$ cat src/rtl/knap_dp_engine_if.sv
// Table-memory bus between the knapsack DP engine (master) and the DP table RAM (slave).
// Read data is registered by the memory: valid the cycle after mem_rd_en, 0 otherwise.
interface knap_dp_engine_if;
  logic [15:0] mem_addr;
  logic        mem_rd_en;
  logic        mem_wr_en;
  logic [31:0] mem_wdata;
  logic [31:0] mem_rdata;

  modport master (output mem_addr, mem_rd_en, mem_wr_en, mem_wdata, input  mem_rdata);
  modport slave  (input  mem_addr, mem_rd_en, mem_wr_en, mem_wdata, output mem_rdata);
endinterface

$ cat src/rtl/knap_dp_engine.sv
// 0/1-knapsack item update engine: dp[c] = max(dp[c], dp[c-w]+v) for c = CAP down to w, 4 cycles per c.
// Optional table clear is compiled in with DP_CLEAR_EN.
module knap_dp_engine #(
  parameter int CAP       = 511,
  parameter int BASE_ADDR = 1
) (
  input  logic               i_clk,
  input  logic               i_rst,
  input  logic               i_start,
  input  logic [15:0]        i_item_w,
  input  logic [31:0]        i_item_v,
  input  logic               i_clr,
  output logic               o_busy,
  output logic               o_done,
  output logic               o_err,
  output logic [31:0]        o_best,
  knap_dp_engine_if.master   mem
);

  localparam logic [15:0] CAP_C  = 16'(CAP);
  localparam logic [15:0] BASE_C = 16'(BASE_ADDR);

  typedef enum logic [2:0] {
    S_IDLE, S_RD_A, S_RD_B, S_CAP_B, S_WR, S_FIN
`ifdef DP_CLEAR_EN
    , S_CLR
`endif
  } state_t;

  state_t      r_state;
  logic [15:0] r_c;
  logic [15:0] r_w;
  logic [31:0] r_v;
  logic [31:0] r_old;
  logic [31:0] r_cand;

  // mem_rdata holds dp[c-w] while in CAP_B; candidate saturates instead of wrapping
  logic [32:0] w_sum;
  logic [31:0] w_cand;
  assign w_sum  = {1'b0, mem.mem_rdata} + {1'b0, r_v};
  assign w_cand = w_sum[32] ? 32'hFFFF_FFFF : w_sum[31:0];

`ifndef DP_CLEAR_EN
  logic w_unused_clr;
  assign w_unused_clr = i_clr;
`endif

  always_ff @(posedge i_clk) begin
    if (i_rst) begin
      r_state       <= S_IDLE;
      r_c           <= '0;
      r_w           <= '0;
      r_v           <= '0;
      r_old         <= '0;
      r_cand        <= '0;
      o_busy        <= 1'b0;
      o_done        <= 1'b0;
      o_err         <= 1'b0;
      o_best        <= '0;
      mem.mem_addr  <= '0;
      mem.mem_rd_en <= 1'b0;
      mem.mem_wr_en <= 1'b0;
      mem.mem_wdata <= '0;
    end else begin
      o_done        <= 1'b0;
      o_err         <= 1'b0;
      mem.mem_rd_en <= 1'b0;
      mem.mem_wr_en <= 1'b0;
      case (r_state)
        // FIN doubles as IDLE so a start can be taken in the done cycle
        S_IDLE, S_FIN: begin
          o_busy  <= 1'b0;
          r_state <= S_IDLE;
          if (i_start) begin
            if (i_item_w == 16'd0) begin
              o_err <= 1'b1;
            end else if (i_item_w > CAP_C) begin
              o_done  <= 1'b1;
              r_state <= S_FIN;
            end else begin
              r_w           <= i_item_w;
              r_v           <= i_item_v;
              r_c           <= CAP_C;
              o_busy        <= 1'b1;
              mem.mem_addr  <= BASE_C + CAP_C;
              mem.mem_rd_en <= 1'b1;
              r_state       <= S_RD_A;
            end
          end
`ifdef DP_CLEAR_EN
          else if (i_clr) begin
            r_c           <= '0;
            o_busy        <= 1'b1;
            mem.mem_addr  <= BASE_C;
            mem.mem_wr_en <= 1'b1;
            mem.mem_wdata <= '0;
            r_state       <= S_CLR;
          end
`endif
        end
        S_RD_A: begin
          mem.mem_addr  <= BASE_C + r_c - r_w;
          mem.mem_rd_en <= 1'b1;
          r_state       <= S_RD_B;
        end
        S_RD_B: begin
          r_old   <= mem.mem_rdata;
          r_state <= S_CAP_B;
        end
        S_CAP_B: begin
          r_cand       <= w_cand;
          mem.mem_addr <= BASE_C + r_c;
          if (w_cand > r_old) begin
            mem.mem_wr_en <= 1'b1;
            mem.mem_wdata <= w_cand;
          end
          r_state <= S_WR;
        end
        S_WR: begin
          if (r_c == CAP_C)
            o_best <= (r_cand > r_old) ? r_cand : r_old;
          if (r_c == r_w) begin
            o_busy  <= 1'b0;
            o_done  <= 1'b1;
            r_state <= S_FIN;
          end else begin
            r_c           <= r_c - 16'd1;
            mem.mem_addr  <= BASE_C + r_c - 16'd1;
            mem.mem_rd_en <= 1'b1;
            r_state       <= S_RD_A;
          end
        end
`ifdef DP_CLEAR_EN
        S_CLR: begin
          if (r_c == CAP_C) begin
            o_busy  <= 1'b0;
            o_done  <= 1'b1;
            o_best  <= '0;
            r_state <= S_FIN;
          end else begin
            r_c           <= r_c + 16'd1;
            mem.mem_addr  <= mem.mem_addr + 16'd1;
            mem.mem_wr_en <= 1'b1;
            mem.mem_wdata <= '0;
          end
        end
`endif
        default: r_state <= S_IDLE;
      endcase
    end
  end

endmodule

$ cat src/flat_wrapper.sv
// flat-port wrapper written by rule: the top's interface ports become plain ports
module knap_dp_engine_flat 
#(
  parameter int CAP       = 511,
  parameter int BASE_ADDR = 1
)
  (i_clk, i_rst, i_start, i_item_w, i_item_v, i_clr, o_busy, o_done, o_err, o_best, mem_mem_addr, mem_mem_rd_en, mem_mem_wr_en, mem_mem_wdata, mem_mem_rdata);
  knap_dp_engine_if mem_i ();
  input  logic i_clk;
  input  logic i_rst;
  input  logic i_start;
  input  logic [15:0] i_item_w;
  input  logic [31:0] i_item_v;
  input  logic i_clr;
  output logic o_busy;
  output logic o_done;
  output logic o_err;
  output logic [31:0] o_best;
  output wire logic [$bits(mem_i.mem_addr)-1:0] mem_mem_addr;
  output wire logic [$bits(mem_i.mem_rd_en)-1:0] mem_mem_rd_en;
  output wire logic [$bits(mem_i.mem_wr_en)-1:0] mem_mem_wr_en;
  output wire logic [$bits(mem_i.mem_wdata)-1:0] mem_mem_wdata;
  input wire logic [$bits(mem_i.mem_rdata)-1:0] mem_mem_rdata;
  assign mem_mem_addr = mem_i.mem_addr;
  assign mem_mem_rd_en = mem_i.mem_rd_en;
  assign mem_mem_wr_en = mem_i.mem_wr_en;
  assign mem_mem_wdata = mem_i.mem_wdata;
  assign mem_i.mem_rdata = mem_mem_rdata;
  knap_dp_engine #(.CAP(CAP), .BASE_ADDR(BASE_ADDR)) u_core (.i_clk(i_clk), .i_rst(i_rst), .i_start(i_start), .i_item_w(i_item_w), .i_item_v(i_item_v), .i_clr(i_clr), .o_busy(o_busy), .o_done(o_done), .o_err(o_err), .o_best(o_best), .mem(mem_i));
endmodule
$ cat config.mk
export PLATFORM = sky130hd
export DESIGN_NAME = knap_dp_engine_flat
export DESIGN_NICKNAME = d
export VERILOG_FILES = /design/src/rtl/knap_dp_engine_if.sv /design/src/rtl/knap_dp_engine.sv /design/src/flat_wrapper.sv
export SDC_FILE = /design/constraint.sdc
export NUM_CORES = 1
export LEC_CHECK = 0
export CAP_MARGIN = 10
export CORE_MARGIN = 2
export CORE_UTILIZATION = 25
export DETAILED_ROUTE_END_ITERATION = 8
export DONT_BUFFER_PORTS = 1
export SYNTH_ARGS = -nofsm -noshare
export SYNTH_HDL_FRONTEND = slang
export SYNTH_SLANG_ARGS = --single-unit
$ cat constraint.sdc
create_clock -name i_clk -period 9 [get_ports i_clk]
set_input_delay 1.8 -clock i_clk [delete_from_list [all_inputs] [get_ports i_clk]]
set_output_delay 1.8 -clock i_clk [all_outputs]
set_load 0.03 [all_outputs]
==> PnR_summary.wiki <==
{| class="wikitable"
! Metric !! Value
|-
| Peak per-stage delay on the critical path || 0.62 ns
|-
| Setup repair after global routing missed its margin || no
|-
| Total gr overflow || 0
|-
| Fin. Hold Viols || 0
|-
| Yosys top cell area share || 32.9%
|-
| Signed area change from the synthesized netlist to the final layout || 10.1%
|-
| I/O pin cnt || 169
|-
| Min Tclk post-route || 7.07 ns
|-
| Drt first-iter violations || 555
|-
| Cts repair resizes || 0
|-
| Fraction of final layout cells sized beyond drive strength 1 || 5.19%
|-
| Routed len/inst || 17.7 um
|-
| Total negative slack for setup checks || 0 ns
|-
| Die ar. || 54400 um2
|-
| Setup clock skew after layout || 0.00811 ns
|-
| Gate family responsible for the most delay along the worst path || compound AO/OA/AOI/OAI gates
|-
| Number of post-CTS setup repair buffers || 0
|-
| Placeable core area || 51600 um2
|-
| Endpoints failing setup || 0
|-
| Maximum number of pins on one net before global-route repair || 206
|-
| Design area || 14400 um2
|-
| Effective utilization at floorplan || 25.4%
|-
| Maximum clock frequency || 141 MHz
|-
| Hold Path Cell Cnt || 2
|-
| Clock slew at the register clock pins of the worst setup and hold paths || 0.06 ns
|-
| Synth async-reset ratio || 0%
|-
| Die boundary width || 233 um
|-
| Slowest stage cell, crit path || a2111oi_2
|-
| 1st-pass router iterations || 5
|-
| Maximum capacitance violations || 0
|-
| Leading cell type in the layout, fill and taps excluded || dfxtp_1
|-
| Vias per Instance || 4.97
|-
| Worst IR Drop VDD || 0.217 mV
|-
| Number of cells produced by synthesis || 1649
|-
| WL final || 40300 um
|-
| Antenna violations before repair || 6
|-
| Bufs on Longest Clock Path || 3
|-
| Nets || 1783
|-
| Clock latency of the later-clocked register in the worst-skew pair || 0.54 ns
|-
| Post-synth top flop || dfxtp_1
|-
| Logic depth of the worst register-to-register path || 19
|-
| Net count after synthesis || 1848
|-
| DR vias || 11338
|-
| Num rows || 83
|-
| Overall global routing resource usage || 14.5%
|-
| Run status || complete, no violations
|-
| IO buf count || 0
|-
| Synthesis-stage register bit count || 216
|-
| Post-synthesis cell type with the largest combined area || dfxtp_1
|-
| H-tree Lvls || 1
|-
| Post-synth EDFFs || 0
|-
| Slew Limit Fails || 0
|-
| Worst-margin pin slew || 1.13 ns
|-
| Commonest cells after routing, fill and taps aside || dfxtp_1 (216), nand2_1 (206), a21oi_1 (173)
|-
| Type of the worst setup path || primary input to register
|-
| Cell Area, Placed || 13600 um2
|-
| Count of synthesis-stage warnings from yosys || 0
|-
| Startpoint Class || primary input
|-
| Share of synthesized area occupied by flip-flops and latches || 32.9%
|-
| Count of buffer and inverter cells on the critical path || 3
|-
| Reported leakage power || 5.41 nW
|-
| Number of clock sinks || 216
|-
| Final core area utilization || 28.0%
|-
| List of cells traversed by the critical path || ha_1, fa_1, a211o_1, a211o_1, nand4_2, a21oi_2, a21oi_2, a31oi_4, buf_4, a2111oi_2, inv_1, ha_1, nand4_1, nor4_1, nand2_1, o22ai_4, buf_4, nor2b_1, a211oi_1
|-
| DPL Wire Length || 30900 um
|-
| Data arrival time of the critical path || 7.48 ns
|-
| Final routed DRC violation total || 0
|-
| Type of the most critical hold path || register to register
|-
| Worst Path Required || 9.40 ns
|-
| Clock tree from TritonCTS || done
|-
| Critical Path End Type || register
|-
| Post-Syn Area || 13100 um2
|-
| Vias in the first global route || 10858
|-
| Crit path depth || 19
|-
| Pwr Density || 228 nW/um2
|-
| Wire length of the first global-routing pass || 62600 um
|-
| Post-route fraction of the period consumed by the critical path || 78.6%
|-
| Hold-fix buffers at CTS || 0
|-
| Post-DRT Antenna Nets || 0
|-
| Die Y || 233 um
|-
| Maximum fanout along the worst path || 41
|-
| Cell types occupying the most area after synthesis || dfxtp_1 (33%), ha_1 (11%), a21oi_1 (6.6%)
|-
| Clock root buffer || clkbuf_16
|-
| RD Place Congestion || 0.845
|-
| Number of buffers created by CTS || 27
|-
| Worst slew slack as a fraction of its limit || 24.4%
|-
| Syn_area_per_cell || 7.96 um2
|-
| Count of different cell masters after synthesis || 74
|}
==> cells by family after synthesis <==
kind of cell	synth area share, %
AOI/OAI and AO/OA	20.2
xor gates and xnor gates	5.27
adders and majority gates	11.1
buffers and inverters	5.63
DFF	32.9
muxes	0.229
and+or+nand+nor	24.6
==> report_power, final <==
| group | leakage [nW] | internal, mW | switching (mW) |
|---|---|---|---|
| clock | 0.400 | 0.610 | 0.423 |
| sequential | 1.75 | 1.04 | 0.171 |
| combinational | 3.26 | 0.402 | 0.648 |
==> worst paths after layout <==
path	from	to	slack, ns
setup / recovery	mem_mem_rdata[0]	u_core.mem.mem_wdata[29]$_SDFFE_PP0P_	1.93
hold / removal	u_core.r_old[30]$_SDFFE_PP0P_	u_core.r_old[30]$_SDFFE_PP0P_	0.45
setup reg to reg	u_core.r_v[0]$_SDFFE_PP0P_	u_core.mem.mem_wdata[29]$_SDFFE_PP0P_	2.86
hold reg to reg	u_core.r_old[30]$_SDFFE_PP0P_	u_core.r_old[30]$_SDFFE_PP0P_	0.45
==> tightest hold or removal path, stage by stage, from the launching register on <==
cell	delay (ns)
dfxtp_1	0.30
nand2_1	0.05
a21oi_1	0.05
==> layout make-up <==
class                      instances  area (um2)
sequential                       216        4320
fill                            5503       37200
clock buffer                      41         768
multi-input combinational       1252        8080
inverter                          76         285
tap                              680         851
clock inverter                     4        48.8
antenna                            2        5.00
timing repair buffer              11        82.6
==> through the flow <==
stage | worst slack, ns | hold WS [ns] | total power, mW | cells
after floorplan | 3.22 | 0.436 | 2.05 | 1649
after global placement | 1.44 | 0.445 | 2.25 | 2235
after detailed placement | 1.39 | 0.446 | 2.27 | 2235
after CTS | 1.94 | 0.454 | 3.32 | 2280
after global routing | 1.57 | 0.477 | 3.50 | 2280
final | 1.93 | 0.453 | 3.29 | 2282
==> cell usage after synthesis, types with 3 or more instances <==
cell type  count
dfxtp_1      216
nand2_1      206
a21oi_1      173
nor2_1       169
ha_1         113
clkbuf_1      85
inv_1         76
a211oi_1      74
a21o_1        45
xnor2_1       45
nor4_1        44
nand2b_1      38
and4_1        35
nor3_1        35
xor2_1        34
o21ai_0       27
nand4_1       26
nand3_1       20
o21a_1        17
and2_1        15
buf_2         13
nor2b_1       11
or3_1         11
a221oi_1      10
and3_1         9
nor2_4         8
o31ai_1        8
a31oi_1        7
o211ai_1       4
or2_2          4
a21boi_0       3
a22oi_1        3
a311oi_1       3
buf_6          3
mux2i_1        3
o2111ai_1      3
o21bai_1       3
o22ai_1        3
==> layer usage <==
metal / share of wire (%) / global-route usage (%)
met4: 2.3 / 3.88
met3: 7.8 / 4.32
met2: 46 / 23.8
met5: 0.18 / 0
met1: 44 / 18.2
==> flip-flops by register name, summed over array words and instances (netlist names) <==
register,flops
u_core.r_state,3
u_core.mem.mem_wdata,32
u_core.r_w,16
u_core.o_err,1
u_core.o_done,1
u_core.r_c,16
u_core.r_old,32
u_core.o_best,32
u_core.mem.mem_rd_en,1
u_core.r_v,32
u_core.r_cand,32
u_core.mem.mem_wr_en,1
u_core.mem.mem_addr,16
u_core.o_busy,1
(Power assumes the default switching activity.)
